`config.mk`:
```
export PLATFORM = sky130hd
export DESIGN_NAME = reg_load_arbiter
export DESIGN_NICKNAME = d
export VERILOG_FILES = /design/src/rtl/reg_arb_pkg.sv /design/src/rtl/rr_pick_core.sv /design/src/rtl/reg_load_arbiter.sv
export SDC_FILE = /design/constraint.sdc
export NUM_CORES = 1
export LEC_CHECK = 0
export CAP_MARGIN = 10
export CORE_ASPECT_RATIO = 1.25
export CORE_MARGIN = 8
export CORE_UTILIZATION = 42
export CTS_CLUSTER_SIZE = 28
export DETAILED_ROUTE_END_ITERATION = 16
export GPL_ROUTABILITY_DRIVEN = 0
export PLACE_DENSITY = 0.95
export SETUP_SLACK_MARGIN = 0.05
export SYNTH_ARGS = -nofsm -noshare
export SYNTH_HDL_FRONTEND = slang
export SYNTH_HIERARCHICAL = 1
export SYNTH_SLANG_ARGS = --single-unit
export TNS_END_PERCENT = 1
```
`constraint.sdc`:
```
create_clock -name clk -period 3.77 [get_ports clk]
set_input_delay 0.5655 -clock clk [delete_from_list [all_inputs] [get_ports clk]]
set_output_delay 0.5655 -clock clk [all_outputs]
set_load 0.02 [all_outputs]
```
`src/rtl/reg_arb_pkg.sv`:
```
// Shared types and the round-robin winner function for the register-load arbiter.
package reg_arb_pkg;

   typedef enum logic [1:0] {
      IDLE,
      LOAD,
      HOLD
   } arb_state_t;

   localparam int unsigned MAX_REQ = 16;

   // Scans from the highest offset down so the lowest offset from ptr wins.
   function automatic logic [3:0] rr_pick(input logic [MAX_REQ-1:0] req,
                                          input logic [3:0]         ptr,
                                          input int unsigned        nreq);
      logic [3:0]  win;
      int unsigned off;
      int unsigned idx;
      win = '0;
      for (int unsigned k = 0; k < MAX_REQ; k++) begin
         off = MAX_REQ - 1 - k;
         if (off < nreq) begin
            idx = (32'(ptr) + off) % nreq;
            if (req[idx[3:0]]) win = idx[3:0];
         end
      end
      return win;
   endfunction

endpackage

```
`src/rtl/rr_pick_core.sv`:
```
// Combinational round-robin priority encoder: lowest requester at or above the pointer, wrapping.
module rr_pick_core
   import reg_arb_pkg::*;
#(
   parameter int unsigned NREQ = 4
) (
   input  logic [NREQ-1:0]         req_i,
   input  logic [$clog2(NREQ)-1:0] rr_ptr_i,
   output logic                    valid_o,
   output logic [$clog2(NREQ)-1:0] winner_o
);

   localparam int unsigned IW = $clog2(NREQ);

   always_comb begin
      valid_o  = |req_i;
      winner_o = IW'(rr_pick(MAX_REQ'(req_i), 4'(rr_ptr_i), NREQ));
   end

endmodule

```
`src/rtl/reg_load_arbiter.sv`:
```
// Round-robin arbiter sequencing single-cycle loads of a shared register, with a guard interval.
module reg_load_arbiter
   import reg_arb_pkg::*;
#(
   parameter int unsigned WIDTH       = 16,
   parameter int unsigned NREQ        = 4,
   parameter int unsigned HOLD_CYCLES = 2
) (
   input  logic                    clk,
   input  logic                    reset,
   input  logic [NREQ-1:0]         req,
   input  logic [NREQ*WIDTH-1:0]   req_data,
   output logic [NREQ-1:0]         gnt,
   output logic                    load,
   output logic [WIDTH-1:0]        d,
   output logic [$clog2(NREQ)-1:0] owner,
   output logic                    busy
);

   localparam int unsigned IW  = $clog2(NREQ);
   localparam int unsigned HCW = (HOLD_CYCLES > 0) ? $clog2(HOLD_CYCLES + 1) : 1;

   arb_state_t       state_q;
   logic [IW-1:0]    rr_ptr_q;
   logic [IW-1:0]    owner_q;
   logic [HCW-1:0]   hold_cnt_q;
   logic [NREQ-1:0]  gnt_q;
   logic             load_q;
   logic             busy_q;
   logic [WIDTH-1:0] d_q;

   logic             req_valid;
   logic [IW-1:0]    win_idx;
   logic [WIDTH-1:0] d_d;
   logic [NREQ-1:0]  gnt_d;
   logic [IW-1:0]    rr_ptr_d;

   rr_pick_core #(.NREQ(NREQ)) u_pick (
      .req_i   (req),
      .rr_ptr_i(rr_ptr_q),
      .valid_o (req_valid),
      .winner_o(win_idx)
   );

   always_comb begin
      d_d      = req_data[32'(win_idx)*WIDTH +: WIDTH];
      gnt_d    = NREQ'(1) << win_idx;
      rr_ptr_d = (owner_q == IW'(NREQ - 1)) ? '0 : owner_q + 1'b1;
   end

   always_ff @(posedge clk or posedge reset) begin
      if (reset) begin
         state_q    <= IDLE;
         rr_ptr_q   <= '0;
         owner_q    <= '0;
         hold_cnt_q <= '0;
         gnt_q      <= '0;
         load_q     <= 1'b0;
         busy_q     <= 1'b0;
         d_q        <= '0;
      end else begin
         case (state_q)
            IDLE: begin
               if (req_valid) begin
                  state_q <= LOAD;
                  load_q  <= 1'b1;
                  gnt_q   <= gnt_d;
                  busy_q  <= 1'b1;
                  d_q     <= d_d;
                  owner_q <= win_idx;
               end
            end
            LOAD: begin
               load_q   <= 1'b0;
               gnt_q    <= '0;
               rr_ptr_q <= rr_ptr_d;
               if (HOLD_CYCLES != 0) begin
                  state_q    <= HOLD;
                  hold_cnt_q <= HCW'(HOLD_CYCLES - 1);
               end else begin
                  state_q <= IDLE;
                  busy_q  <= 1'b0;
               end
            end
            HOLD: begin
               if (hold_cnt_q == '0) begin
                  state_q <= IDLE;
                  busy_q  <= 1'b0;
               end else begin
                  hold_cnt_q <= hold_cnt_q - 1'b1;
               end
            end
            default: state_q <= IDLE;
         endcase
      end
   end

   assign gnt   = gnt_q;
   assign load  = load_q;
   assign d     = d_q;
   assign owner = owner_q;
   assign busy  = busy_q;

endmodule

```
After elaboration in Yosys (flattened, before gate mapping)
Cells that the tools add are included.

operators by class
  $add $sub $neg = 5
  order comparisons = 4
  eq/ne operators = 6
  shift-type cells = 2
  muxes and demuxes = 24
  reductions and logical operators = 11

operators by type and width
  cell                                                  number
  variable part select 64 x 7 -> 16 bit                 1
  < comparator 2 x 5 -> 1 bit (second input constant)   4
  2-to-1 mux 2 bit                                      8
  binary-select mux 1 bit (select 2 bit)                4
  case mux 4 bit (2 select lines)                       1
  AND reduction 2 bit                                   4
  2-to-1 mux 1 bit                                      6
  inequality test 2 bit (second input constant)         3
  case mux 2 bit (3 select lines)                       1
  nonzero test 2 bit                                    3
  adder 2 x 1 -> 2 bit (second input constant)          2
  adder 2 bit (second input constant)                   2
  equality test 2 bit (second input constant)           2
  logical NOT 2 bit                                     2
  2-to-1 mux 4 bit                                      1
  case mux 1 bit (2 select lines)                       2
  case mux 2 bit (2 select lines)                       1
  OR reduction 4 bit                                    1
  << shifter 1 x 2 -> 4 bit (first input constant)      1
  AND reduction 3 bit                                   1
  equality test 2 x 1 -> 1 bit (second input constant)  1
  subtractor 2 x 1 -> 2 bit (second input constant)     1

word-level totals
  register bits = 30
  bits of input ports = 70
  word-level logic and storage cells = 60

Longest topological paths before layout
Gate-level depths: netlist (run 1).

  depth after elaboration = 10
  depth in mapped cells = 8
  mapped depth without buffers = 6

Hierarchy
The synthesis (run 1) kept the hierarchy.

by module, submodules not included
  module            instances  cells each  area each (um2)  sequential area each (um2)
  reg_load_arbiter  1          149         1,656.6          750.7
  rr_pick_core      1          13          77.6             0.0

Least setup slack after synthesis (run 1)
No wires, ideal clock.

  path type = input -> register
  start = input port req[1]
  end = register d_q[1], in the netlist d[1]
  setup time = 0.132 ns
  arrival time = 1.779 ns
  setup slack = 1.859 ns
  stages = 7
  path buffers = 2
  cells stage by stage = nor3b_1 -> a211oi_1 -> nor2_1 -> clkbuf_1 -> buf_2 -> mux2i_1 -> o221ai_2

between the ends
  cells in the longest elaborated chain, start to end = 7

ends and longest elaborated chain
  what                                     line                    source
  start, declared                          reg_load_arbiter.sv:11  input logic [NREQ-1:0] req,
  binary-select mux 1 bit (select 2 bit)   reg_arb_pkg.sv:24       if (req[idx[3:0]]) win = idx[3:0];
  2-to-1 mux 1 bit (implied by the code)   reg_arb_pkg.sv:24
  2-to-1 mux 2 bit (3 in series)           reg_arb_pkg.sv:24
  2-to-1 mux 2 bit *                       reg_arb_pkg.sv:24
  via win_idx[1]                           reg_load_arbiter.sv:33  logic [IW-1:0] win_idx;
  variable part select 64 x 7 -> 16 bit *  reg_load_arbiter.sv:46  d_d = req_data[32'(win_idx)*WIDTH +: WIDTH];
  end signal, assigned                     reg_load_arbiter.sv:60  d_q <= '0;
  end signal, assigned                     reg_load_arbiter.sv:69  d_q <= d_d;
  end, declared                            reg_load_arbiter.sv:30  logic [WIDTH-1:0] d_q;

The timed path passes the listed nets; every way through them passes the cells marked *. The select of a mux whose other input is x is not followed.
A chain may end at the register's enable or synchronous reset.

Final worst setup path (run 1)
  start = input port req[2]
  end = register d_q[15], in the netlist d[15]

Same word-level chain as after synthesis.

==> results of run 1 <==
## power breakdown
part	internal, mW	total (mW)	switching (mW)
sequential	0.476	0.595	0.119
clock	0.147	0.274	0.128
combinational	0.549	1.16	0.610
total	1.17	2.03	0.856
## cells by family (layout without fill, tap and decap cells)
group	after synthesis	after routing
buf+inv	18	111
simple gates	43	43
mux	34	34
compound gates	35	35
fa+ha+maj	2	2
flops	30	30
## area by class of cell
cell class                      instances  area, µm²
Multi-Input combinational cell        114        891
Clock buffer                            6       82.6
Inverter                                8       35.0
Sequential cell                        30        751
Timing Repair Buffer                   95        966
Tap cell                               56       70.1
Clock inverter                          2       12.5
Fill cell                             323       1230
## critical path, cell delays in order
cell and delay (ps):
sky130_fd_sc_hd__clkdlybuf4s50_1 510, sky130_fd_sc_hd__nand2b_1 80, sky130_fd_sc_hd__a21oi_1 210, sky130_fd_sc_hd__a211oi_2 110
sky130_fd_sc_hd__inv_1 130, sky130_fd_sc_hd__nand4_1 710, sky130_fd_sc_hd__o221ai_1 470
## how the worst max path moves through the flow
stage               depth (start not counted)  startpoint  slack, ps           endpoint
detailed placement                          7      req[2]        790  d[10]$_DFFE_PP0P_
global route                                7      req[2]        950  d[10]$_DFFE_PP0P_
floorplan                                   7      req[1]       1860   d[1]$_DFFE_PP0P_
finish                                      7      req[2]       1140  d[15]$_DFFE_PP0P_
CTS                                         7      req[2]       1090  d[15]$_DFFE_PP0P_
global placement                            7      req[1]        920   d[8]$_DFFE_PP0P_
## sequential cells by signal (all words and copies together) (netlist names)
name / flops
load: 1
rr_ptr_q: 2
hold_cnt_q: 2
busy: 1
owner: 2
d: 16
gnt: 4
state_q: 2
## layout by cell type (no fill, tap or decap), types with 3 or more instances in the layout
cell type                         Yosys  routed
sky130_fd_sc_hd__clkdlybuf4s50_1      0      93
sky130_fd_sc_hd__mux2i_1             33      33
sky130_fd_sc_hd__dfrtp_1             30      30
sky130_fd_sc_hd__nand2_1             27      27
sky130_fd_sc_hd__o221ai_2             9       9
sky130_fd_sc_hd__inv_1                7       7
sky130_fd_sc_hd__o221ai_1             7       7
sky130_fd_sc_hd__a21oi_1              6       6
sky130_fd_sc_hd__clkbuf_8             0       6
sky130_fd_sc_hd__o21ai_0              4       4
sky130_fd_sc_hd__nor2_1               5       4
sky130_fd_sc_hd__nand2b_1             3       3
## per-layer routing
layer	wire [µm]	vias to the layer above
met2	2940	63
met3	434	7
li1	-	776
met1	1860	760
met5	0	-
met4	82	0
==> flow_results.xml, run 1 <==
<?xml version="1.0" encoding="UTF-8"?>
<metrics>
  <group name="outcome">
    <metric name="status" unit="">complete, no violations</metric>
  </group>
  <group name="synthesis">
    <metric name="synth_mux_area_share" unit="%">19.7</metric>
    <metric name="synth_simple_gate_area_share" unit="%">11.6</metric>
    <metric name="share_of_synthesized_flip_flops_with_an_asynchronous_set_or_reset" unit="%">100</metric>
    <metric name="syn_nets" unit="">234</metric>
    <metric name="synth.top_cells.by_area" unit="">sky130_fd_sc_hd__dfrtp_1 43%, sky130_fd_sc_hd__mux2i_1 19%, sky130_fd_sc_hd__o221ai_2 7.8%</metric>
    <metric name="synthesis.yosys.warnings" unit="">6</metric>
    <metric name="synthAdderAreaFrac" unit="%">1.44</metric>
    <metric name="avg_synthesized_cell_area" unit="µm²">10.7</metric>
    <metric name="synth_largest_type_area_fraction" unit="%">43.3</metric>
    <metric name="postSynthCellCount" unit="">162</metric>
    <metric name="ys_ff_latch" unit="">30</metric>
    <metric name="post_synth_edffs" unit="">0</metric>
    <metric name="synth_compound_gate_area_share" unit="%">18.2</metric>
    <metric name="synth-xor-area-share" unit="%">0</metric>
    <metric name="synth_common_cells" unit="">33 x sky130_fd_sc_hd__mux2i_1, 30 x sky130_fd_sc_hd__dfrtp_1, 27 x sky130_fd_sc_hd__nand2_1</metric>
    <metric name="synth.largest_area_cell" unit="">sky130_fd_sc_hd__dfrtp_1</metric>
    <metric name="post_synth_instance_area" unit="µm²">1730</metric>
    <metric name="ys.flop_type" unit="">sky130_fd_sc_hd__dfrtp_1</metric>
    <metric name="synth_top_family_by_area" unit="">multiplexers</metric>
    <metric name="synthMostInstantiatedCell" unit="">sky130_fd_sc_hd__mux2i_1</metric>
    <metric name="ys_seq_area_share" unit="%">43.3</metric>
    <metric name="synth_cell_types" unit="">31</metric>
  </group>
  <group name="final_layout">
    <metric name="final_core_util" unit="%">69.6</metric>
    <metric name="layout.cell_area.non_filler" unit="µm²">2810</metric>
    <metric name="antenna_cells" unit="">0</metric>
    <metric name="layout-area-overhead-vs-synth" unit="%">61.9</metric>
    <metric name="layout-drive-gt1-share" unit="%">9.41</metric>
    <metric name="post_layout_nonfiller_instances" unit="">311</metric>
    <metric name="final_net_count" unit="">326</metric>
  </group>
  <group name="placed_design">
    <metric name="post_dp_cell_area" unit="µm²">2690</metric>
    <metric name="detailed_place_hpwl" unit="µm">4220</metric>
    <metric name="place.port_buffers" unit="">93</metric>
    <metric name="place_worst_setup_slack" unit="ps">789</metric>
    <metric name="placedCellCount" unit="">302</metric>
  </group>
  <group name="clocking">
    <metric name="tritoncts" unit="">yes</metric>
    <metric name="cts_buf_count" unit="">5</metric>
    <metric name="ctsHoldBuffers" unit="">0</metric>
    <metric name="worst_skew_pair.late_latency" unit="ps">280</metric>
    <metric name="cts_repair_resize_count" unit="">0</metric>
    <metric name="cts_setup_buffers" unit="">0</metric>
    <metric name="htree_levels" unit="">2</metric>
    <metric name="tritoncts_num_sinks" unit="">30</metric>
    <metric name="path_clk_slew" unit="ps">70</metric>
    <metric name="clock_path_buffers" unit="">2</metric>
    <metric name="clock-root-buffer" unit="">sky130_fd_sc_hd__clkbuf_8</metric>
  </group>
  <group name="sta">
    <metric name="final_period_minus_worst_setup_slack" unit="ps">2630</metric>
    <metric name="fin_setup_tns" unit="ps">0</metric>
    <metric name="rsz0062_at_grt" unit="">no</metric>
    <metric name="finalWorstSetupSlack" unit="ps">1140</metric>
    <metric name="final_hold_viol_count" unit="">0</metric>
    <metric name="clock_skew" unit="ps">3.84</metric>
    <metric name="max_freq" unit="MHz">381</metric>
    <metric name="timing_max_transition_violations_final" unit="">0</metric>
    <metric name="tightestPinTransition" unit="ps">917</metric>
    <metric name="finalSetupViolCount" unit="">0</metric>
    <metric name="timing.slew.headroom" unit="%">38.7</metric>
    <metric name="hold_slack" unit="ps">492</metric>
    <metric name="period_share" unit="%">69.7</metric>
  </group>
  <group name="global_routing">
    <metric name="grtUsageTotal" unit="%">17.2</metric>
    <metric name="global_route_wire_length_before_repair" unit="µm">8530</metric>
    <metric name="grt_met2_use" unit="%">31.5</metric>
    <metric name="gr-total-overflow" unit="">0</metric>
    <metric name="grtUsageMet3" unit="%">6.99</metric>
    <metric name="maximum_number_of_pins_on_one_net_before_global_route_repair" unit="">31</metric>
    <metric name="antenna_violations_before_repair" unit="">0</metric>
    <metric name="first_global_vias" unit="">1781</metric>
    <metric name="layer_carrying_the_most_global_route_usage" unit="">met2</metric>
    <metric name="grtUsageMet1" unit="%">16.5</metric>
  </group>
  <group name="detailed_routing">
    <metric name="avgRoutedWirePerCell" unit="µm">17.1</metric>
    <metric name="postRouteWirelength" unit="µm">5310</metric>
    <metric name="remaining_drc_errors" unit="">0</metric>
    <metric name="residual_antenna_violating_net_count_after_detailed_routing" unit="">0</metric>
    <metric name="num_vias" unit="">1606</metric>
    <metric name="detail_route.first_pass.iterations" unit="">4</metric>
    <metric name="drt-vias-per-instance" unit="">5.16</metric>
    <metric name="first_iter_violations" unit="">83</metric>
  </group>
  <group name="power">
    <metric name="vdd_drop_max" unit="mV">0.453</metric>
    <metric name="finalPower" unit="mW">2.03</metric>
    <metric name="leak_pwr" unit="nW">1.19</metric>
    <metric name="power_density_over_the_cells" unit="nW/µm²">722</metric>
  </group>
  <group name="floorplanning">
    <metric name="die_width" unit="µm">73.5</metric>
    <metric name="core_area" unit="µm²">4030</metric>
    <metric name="die_height" unit="µm">87.8</metric>
    <metric name="initial_utilization" unit="%">43.0</metric>
    <metric name="rows" unit="">26</metric>
    <metric name="floorplan.die_area" unit="µm²">6450</metric>
    <metric name="design.portCount" unit="">94</metric>
  </group>
  <group name="setup_path">
    <metric name="category_of_the_most_critical_setup_path" unit="">primary input to flop</metric>
    <metric name="critPathCaptureType" unit="">flop</metric>
    <metric name="worst_r2r_endpoint" unit="">d[15]$_DFFE_PP0P_</metric>
    <metric name="worst_r2r_startpoint" unit="">rr_ptr_q[1]$_DFFE_PP0N_</metric>
    <metric name="cp_max_fo" unit="">16</metric>
    <metric name="ff2ff_setup_slack" unit="ps">1400</metric>
    <metric name="category_of_the_worst_setup_path_launch_point" unit="">primary input</metric>
    <metric name="worstPathRequired" unit="ps">3930</metric>
    <metric name="worstPathArrival" unit="ps">2790</metric>
    <metric name="timing.reg2reg.worst_path_depth" unit="">6</metric>
  </group>
  <group name="hold_path">
    <metric name="worst_hold_path.endpoint" unit="">d[9]$_DFFE_PP0P_</metric>
    <metric name="timing.hold.worst.start" unit="">d[9]$_DFFE_PP0P_</metric>
    <metric name="timing.hold.worst_path_depth" unit="">2</metric>
    <metric name="type_of_the_tightest_min_delay_check" unit="">flop to flop</metric>
  </group>
  <group name="run">
    <metric name="max-cap-violations" unit="">0</metric>
  </group>
</metrics>
Power figures use the tool's default switching activity.
==> run 2, diff against run 1 <==
CORE_UTILIZATION = 35   (was 42)
PLACE_DENSITY = 0.88   (was 0.95)
clock period = 2.2 ns   (was 3.77 ns; I/O delays follow)
==> flow_results.xml, run 2 (synthesis gave the netlist of run 1 again) <==
<?xml version="1.0" encoding="UTF-8"?>
<metrics>
  <group name="outcome">
    <metric name="status" unit="">complete, no violations</metric>
  </group>
  <group name="final_layout">
    <metric name="layout-drive-gt1-share" unit="%">10.8</metric>
    <metric name="layout.cell_area.non_filler" unit="µm²">2850</metric>
    <metric name="antenna_cells" unit="">0</metric>
    <metric name="layout-area-overhead-vs-synth" unit="%">64.4</metric>
    <metric name="most_common_cell_after_layout_fill_and_taps_aside" unit="">sky130_fd_sc_hd__clkdlybuf4s50_1</metric>
    <metric name="post_layout_nonfiller_instances" unit="">320</metric>
    <metric name="largest_reg_flops" unit="">16</metric>
    <metric name="final_core_util" unit="%">59.8</metric>
    <metric name="final_net_count" unit="">331</metric>
    <metric name="layout_common_cells" unit="">93 x sky130_fd_sc_hd__clkdlybuf4s50_1, 33 x sky130_fd_sc_hd__mux2i_1, 30 x sky130_fd_sc_hd__dfrtp_1, 27 x sky130_fd_sc_hd__nand2_1, 9 x sky130_fd_sc_hd__o221ai_2</metric>
  </group>
  <group name="clocking">
    <metric name="cts_setup_buffers" unit="">0</metric>
    <metric name="ctsHoldBuffers" unit="">0</metric>
    <metric name="worst_skew_pair.late_latency" unit="ps">280</metric>
    <metric name="path_clk_slew" unit="ps">70</metric>
    <metric name="clock-root-buffer" unit="">sky130_fd_sc_hd__clkbuf_8</metric>
    <metric name="cts_buf_count" unit="">5</metric>
    <metric name="tritoncts_num_sinks" unit="">30</metric>
    <metric name="cts_repair_resize_count" unit="">0</metric>
    <metric name="htree_levels" unit="">2</metric>
    <metric name="clock_path_buffers" unit="">2</metric>
    <metric name="tritoncts" unit="">yes</metric>
  </group>
  <group name="placed_design">
    <metric name="place_worst_setup_slack" unit="ps">84.5</metric>
    <metric name="detailed_place_hpwl" unit="µm">4270</metric>
    <metric name="place.port_buffers" unit="">93</metric>
    <metric name="placedCellCount" unit="">312</metric>
    <metric name="post_dp_cell_area" unit="µm²">2760</metric>
  </group>
  <group name="floorplanning">
    <metric name="core_area" unit="µm²">4760</metric>
    <metric name="design.portCount" unit="">94</metric>
    <metric name="die_height" unit="µm">94.7</metric>
    <metric name="floorplan.die_area" unit="µm²">7480</metric>
    <metric name="rows" unit="">28</metric>
    <metric name="initial_utilization" unit="%">36.4</metric>
    <metric name="die_width" unit="µm">79.0</metric>
  </group>
  <group name="sta">
    <metric name="timing.slew.headroom" unit="%">72.0</metric>
    <metric name="finalSetupViolCount" unit="">0</metric>
    <metric name="period_share" unit="%">84.3</metric>
    <metric name="final_hold_viol_count" unit="">0</metric>
    <metric name="rsz0062_at_grt" unit="">no</metric>
    <metric name="tightestPinTransition" unit="ps">414</metric>
    <metric name="fin_setup_tns" unit="ps">0</metric>
    <metric name="finalWorstSetupSlack" unit="ps">346</metric>
    <metric name="final_period_minus_worst_setup_slack" unit="ps">1850</metric>
    <metric name="clock_skew" unit="ps">7.84</metric>
    <metric name="timing_max_transition_violations_final" unit="">0</metric>
    <metric name="hold_slack" unit="ps">420</metric>
    <metric name="max_freq" unit="MHz">539</metric>
  </group>
  <group name="detailed_routing">
    <metric name="residual_antenna_violating_net_count_after_detailed_routing" unit="">0</metric>
    <metric name="detail_route.first_pass.iterations" unit="">4</metric>
    <metric name="avgRoutedWirePerCell" unit="µm">16.3</metric>
    <metric name="drt-vias-per-instance" unit="">5.05</metric>
    <metric name="remaining_drc_errors" unit="">0</metric>
    <metric name="postRouteWirelength" unit="µm">5210</metric>
    <metric name="first_iter_violations" unit="">96</metric>
    <metric name="num_vias" unit="">1617</metric>
  </group>
  <group name="global_routing">
    <metric name="global_route_wire_length_before_repair" unit="µm">8400</metric>
    <metric name="maximum_number_of_pins_on_one_net_before_global_route_repair" unit="">31</metric>
    <metric name="layer_carrying_the_most_global_route_usage" unit="">met2</metric>
    <metric name="antenna_violations_before_repair" unit="">0</metric>
    <metric name="grtUsageTotal" unit="%">14.1</metric>
    <metric name="grtUsageMet1" unit="%">14.2</metric>
    <metric name="grtUsageMet3" unit="%">5.61</metric>
    <metric name="first_global_vias" unit="">1765</metric>
    <metric name="gr-total-overflow" unit="">0</metric>
    <metric name="grt_met2_use" unit="%">26.0</metric>
  </group>
  <group name="hold_path">
    <metric name="type_of_the_tightest_min_delay_check" unit="">primary input to asynchronous set/reset pin</metric>
  </group>
  <group name="run">
    <metric name="max-cap-violations" unit="">0</metric>
  </group>
  <group name="setup_path">
    <metric name="category_of_the_most_critical_setup_path" unit="">primary input to flop</metric>
    <metric name="worstPathRequired" unit="ps">2420</metric>
    <metric name="timing.reg2reg.worst_path_depth" unit="">7</metric>
    <metric name="worstPathArrival" unit="ps">2080</metric>
    <metric name="cp_max_fo" unit="">4</metric>
    <metric name="category_of_the_worst_setup_path_launch_point" unit="">primary input</metric>
    <metric name="critPathCaptureType" unit="">flop</metric>
  </group>
  <group name="power">
    <metric name="finalPower" unit="mW">3.54</metric>
    <metric name="vdd_drop_max" unit="mV">0.614</metric>
    <metric name="power_density_over_the_cells" unit="nW/µm²">1240</metric>
    <metric name="leak_pwr" unit="nW">1.22</metric>
  </group>
</metrics>
[run 2: changes by cell type in the layout (fill, tap and decap cells not counted), sizes merged]
cell,before,now
clkinvlp,1,0
buf,2,7
clkbuf,6,7
[run 2: power breakdown]
group | total [mW] | internal (mW) | switching [mW]
logic | 2.07 | 1.01 | 1.06
registers | 1.01 | 0.815 | 0.195
clock network | 0.455 | 0.252 | 0.203
total | 3.54 | 2.08 | 1.46
[run 2: path summary, 6_finish.rpt]
check / from / slack (ps) / to
setup / recovery: req[3] / 350 / gnt[0]$_DFFE_PP0P_
hold / removal: reset / 420 / owner[0]$_DFFE_PP0P_
setup reg to reg: rr_ptr_q[1]$_DFFE_PP0N_ / 420 / d[10]$_DFFE_PP0P_
hold reg to reg: d[6]$_DFFE_PP0P_ / 490 / d[6]$_DFFE_PP0P_
max in group asynchronous: reset / 1490 / d[5]$_DFFE_PP0P_
min in group clk: d[6]$_DFFE_PP0P_ / 490 / d[6]$_DFFE_PP0P_
[run 2: cell type report]
cell class | instances | area [µm²]
multi-input combinational | 114 | 891
timing repair buffer | 100 | 1010
clock buffer | 7 | 86.3
inverter | 8 | 35.0
sequential | 30 | 751
clock inverter | 1 | 5.00
tap | 60 | 75.1
fill | 424 | 1910
[run 2: worst max-delay path: stages]
cell,delay (ps)
sky130_fd_sc_hd__clkdlybuf4s50_1,460
sky130_fd_sc_hd__nand2b_1,180
sky130_fd_sc_hd__a211oi_1,390
sky130_fd_sc_hd__nor2_4,80
sky130_fd_sc_hd__nor4b_1,440
sky130_fd_sc_hd__a22o_1,190
[run 2: metal layers]
metal | up-vias | share of wire, %
li1 | 790 | -
met1 | 765 | 37
met2 | 53 | 55
met3 | 9 | 7.6
met4 | 0 | 1.1
met5 | - | 0
==> run 3, diff against run 2 <==
clock period = 1.55 ns   (was 2.2 ns; I/O delays follow)
==> flow_results.xml, run 3 (synthesis gave the netlist of run 1 again) <==
<?xml version="1.0" encoding="UTF-8"?>
<metrics>
  <group name="final_layout">
    <metric name="largest_reg_flops" unit="">16</metric>
    <metric name="area.sequential" unit="µm²">751</metric>
    <metric name="layout-drive-gt1-share" unit="%">23.5</metric>
    <metric name="antenna_cells" unit="">0</metric>
    <metric name="layout.filler_cells" unit="">372</metric>
    <metric name="multiInputGateArea" unit="µm²">1010</metric>
    <metric name="layout_common_cells" unit="">68 x sky130_fd_sc_hd__clkdlybuf4s50_1, 30 x sky130_fd_sc_hd__dfrtp_1, 27 x sky130_fd_sc_hd__nand2_1, 21 x sky130_fd_sc_hd__mux2i_1, 16 x sky130_fd_sc_hd__dlymetal6s2s_1</metric>
    <metric name="most_common_cell_after_layout_fill_and_taps_aside" unit="">sky130_fd_sc_hd__clkdlybuf4s50_1</metric>
    <metric name="final_net_count" unit="">348</metric>
    <metric name="layout-area-overhead-vs-synth" unit="%">83.6</metric>
  </group>
  <group name="detailed_routing">
    <metric name="remaining_drc_errors" unit="">0</metric>
    <metric name="avgRoutedWirePerCell" unit="µm">17.1</metric>
    <metric name="num_vias" unit="">1740</metric>
    <metric name="first_iter_violations" unit="">109</metric>
    <metric name="detail_route.first_pass.iterations" unit="">4</metric>
    <metric name="residual_antenna_violating_net_count_after_detailed_routing" unit="">0</metric>
    <metric name="drt-vias-per-instance" unit="">5.16</metric>
    <metric name="postRouteWirelength" unit="µm">5760</metric>
  </group>
  <group name="clocking">
    <metric name="clock_path_buffers" unit="">2</metric>
    <metric name="htree_levels" unit="">2</metric>
    <metric name="tritoncts" unit="">yes</metric>
    <metric name="cts_buf_count" unit="">5</metric>
    <metric name="clock-root-buffer" unit="">sky130_fd_sc_hd__clkbuf_8</metric>
    <metric name="ctsHoldBuffers" unit="">0</metric>
    <metric name="path_clk_slew" unit="ps">60</metric>
    <metric name="tritoncts_num_sinks" unit="">30</metric>
    <metric name="worst_skew_pair.late_latency" unit="ps">280</metric>
  </group>
  <group name="floorplanning">
    <metric name="rows" unit="">28</metric>
    <metric name="core_area" unit="µm²">4760</metric>
    <metric name="initial_utilization" unit="%">36.4</metric>
    <metric name="die_width" unit="µm">79.0</metric>
    <metric name="design.portCount" unit="">94</metric>
    <metric name="die_height" unit="µm">94.7</metric>
    <metric name="floorplan.die_area" unit="µm²">7480</metric>
  </group>
  <group name="global_routing">
    <metric name="global_route_wire_length_before_repair" unit="µm">9050</metric>
    <metric name="first_global_vias" unit="">1896</metric>
    <metric name="antenna_violations_before_repair" unit="">0</metric>
    <metric name="maximum_number_of_pins_on_one_net_before_global_route_repair" unit="">31</metric>
    <metric name="gr-total-overflow" unit="">0</metric>
    <metric name="grtUsageTotal" unit="%">15.3</metric>
  </group>
  <group name="sta">
    <metric name="max_freq" unit="MHz">608</metric>
    <metric name="clock_skew" unit="ps">4.13</metric>
    <metric name="finalSetupViolCount" unit="">18</metric>
    <metric name="hold_slack" unit="ps">326</metric>
    <metric name="rsz0062_at_grt" unit="">yes</metric>
    <metric name="finalWorstSetupSlack" unit="ps">-94.2</metric>
    <metric name="tightestPinTransition" unit="ps">396</metric>
    <metric name="period_share" unit="%">106</metric>
    <metric name="final_hold_viol_count" unit="">0</metric>
    <metric name="final_period_minus_worst_setup_slack" unit="ps">1640</metric>
    <metric name="timing.slew.headroom" unit="%">73.6</metric>
    <metric name="timing_max_transition_violations_final" unit="">0</metric>
  </group>
  <group name="power">
    <metric name="vdd_drop_max" unit="mV">0.804</metric>
    <metric name="leak_pwr" unit="nW">1.52</metric>
    <metric name="finalPower" unit="mW">5.65</metric>
    <metric name="power_density_over_the_cells" unit="nW/µm²">1770</metric>
  </group>
  <group name="placed_design">
    <metric name="place.port_buffers" unit="">93</metric>
    <metric name="place_worst_setup_slack" unit="ps">-508</metric>
    <metric name="detailed_place_hpwl" unit="µm">4350</metric>
  </group>
  <group name="hold_path">
    <metric name="type_of_the_tightest_min_delay_check" unit="">primary input to asynchronous set/reset pin</metric>
  </group>
  <group name="setup_path">
    <metric name="standard_cell_with_the_maximum_stage_delay_on_the_critical_path" unit="">sky130_fd_sc_hd__dfrtp_1</metric>
    <metric name="category_of_the_worst_setup_path_launch_point" unit="">flop</metric>
    <metric name="critPathBufInv" unit="">4</metric>
    <metric name="critical_path_max_stage_delay" unit="ps">410</metric>
    <metric name="worstPathRequired" unit="ps">1740</metric>
    <metric name="path_cells" unit="">buf_4 &gt; nand2b_1 &gt; a21oi_2 &gt; a211oi_2 &gt; inv_1 &gt; nand4_1 &gt; buf_6 &gt; clkbuf_16 &gt; o221ai_2</metric>
    <metric name="cp_max_fo" unit="">5</metric>
    <metric name="category_of_the_most_critical_setup_path" unit="">flop to flop</metric>
    <metric name="worstPathArrival" unit="ps">1840</metric>
    <metric name="critPathCaptureType" unit="">flop</metric>
    <metric name="timing.critical_path.max_delay_family" unit="">buffers and inverters</metric>
  </group>
  <group name="outcome">
    <metric name="violations" unit="">negative setup slack</metric>
    <metric name="status" unit="">finished, violations left</metric>
  </group>
  <group name="run">
    <metric name="max-cap-violations" unit="">0</metric>
  </group>
</metrics>
-- run 3: changes by cell type in the layout (fill, tap and decap cells not counted), moves of 2 or more --
cell                              change
sky130_fd_sc_hd__buf_4               +10
sky130_fd_sc_hd__buf_6                +4
sky130_fd_sc_hd__dlymetal6s2s_1      +16
sky130_fd_sc_hd__clkdlybuf4s50_1     -25
sky130_fd_sc_hd__dlygate4sd2_1        +9
sky130_fd_sc_hd__mux2i_4              +2
sky130_fd_sc_hd__o221ai_2             +4
sky130_fd_sc_hd__buf_12               +2
sky130_fd_sc_hd__o221ai_1             -4
sky130_fd_sc_hd__mux2i_2             +10
sky130_fd_sc_hd__mux2i_1             -12
-- run 3: what timing repair did --
item | in CTS | in global routing
cloned | 1 | 1
resized for setup | 26 | 26
setup buffers | 4 | 2
endpoints found under the setup margin | 28 | 38
pin swaps | 10 | 3
-- run 3: worst min-delay path: stages --
cell	delay (ps)
sky130_fd_sc_hd__clkdlybuf4s50_1	390
sky130_fd_sc_hd__inv_1	50
sky130_fd_sc_hd__buf_4	350
-- run 3: metrics by stage --
step / TNS (ps) / instance area, µm² / cells / utilization (%)
finish: -1220 / 3180 / 337 / 66.8
global placement: -8660 / 2870 / 323 / 60.2
floorplan: -564 / 1760 / 162 / -
detailed placement: -9750 / 2870 / 323 / 60.2
global route: -2790 / 3180 / 337 / 66.8
CTS: -1510 / 3080 / 335 / 64.6
-- run 3: area by class of cell --
class / instances / share of cell area [%]
well taps: 60 / 2.36
repair buffers: 117 / 38.4
flip-flops and latches: 30 / 23.6
multi-input cells: 114 / 31.7
clock buffers: 7 / 2.71
inverters: 8 / 1.10
clock inverters: 1 / 0.157
-- run 3: path summary, 6_finish.rpt --
| path | startpoint | end | slack, ps | cells after the start |
|---|---|---|---|---|
| max reg2reg | rr_ptr_q[1]$_DFFE_PP0N_ | d[8]$_DFFE_PP0P_ | -90 | 9 |
| min reg2reg | gnt[2]$_DFFE_PP0P_ | gnt[2]$_DFFE_PP0P_ | 480 | 2 |
| max | rr_ptr_q[1]$_DFFE_PP0N_ | d[8]$_DFFE_PP0P_ | -90 | 9 |
| min in group clk | req[0] | gnt[2]$_DFFE_PP0P_ | 480 | 4 |
| min | reset | rr_ptr_q[0]$_DFFE_PP0N_ | 330 | 3 |
| max in group asynchronous | reset | d[11]$_DFFE_PP0P_ | 930 | 3 |
-- run 3: layer usage --
layer	up-vias	GRT usage, %	share of wire, %
li1	828	-	-
met1	839	15.9	37
met2	62	27.2	54
met3	11	5.80	6.8
met4	0	6.04	1.9
met5	-	0	0
-- run 3: power breakdown --
| part | switching (mW) | internal [mW] |
|---|---|---|
| clock network | 0.289 | 0.358 |
| registers | 0.224 | 1.16 |
| logic | 1.76 | 1.86 |
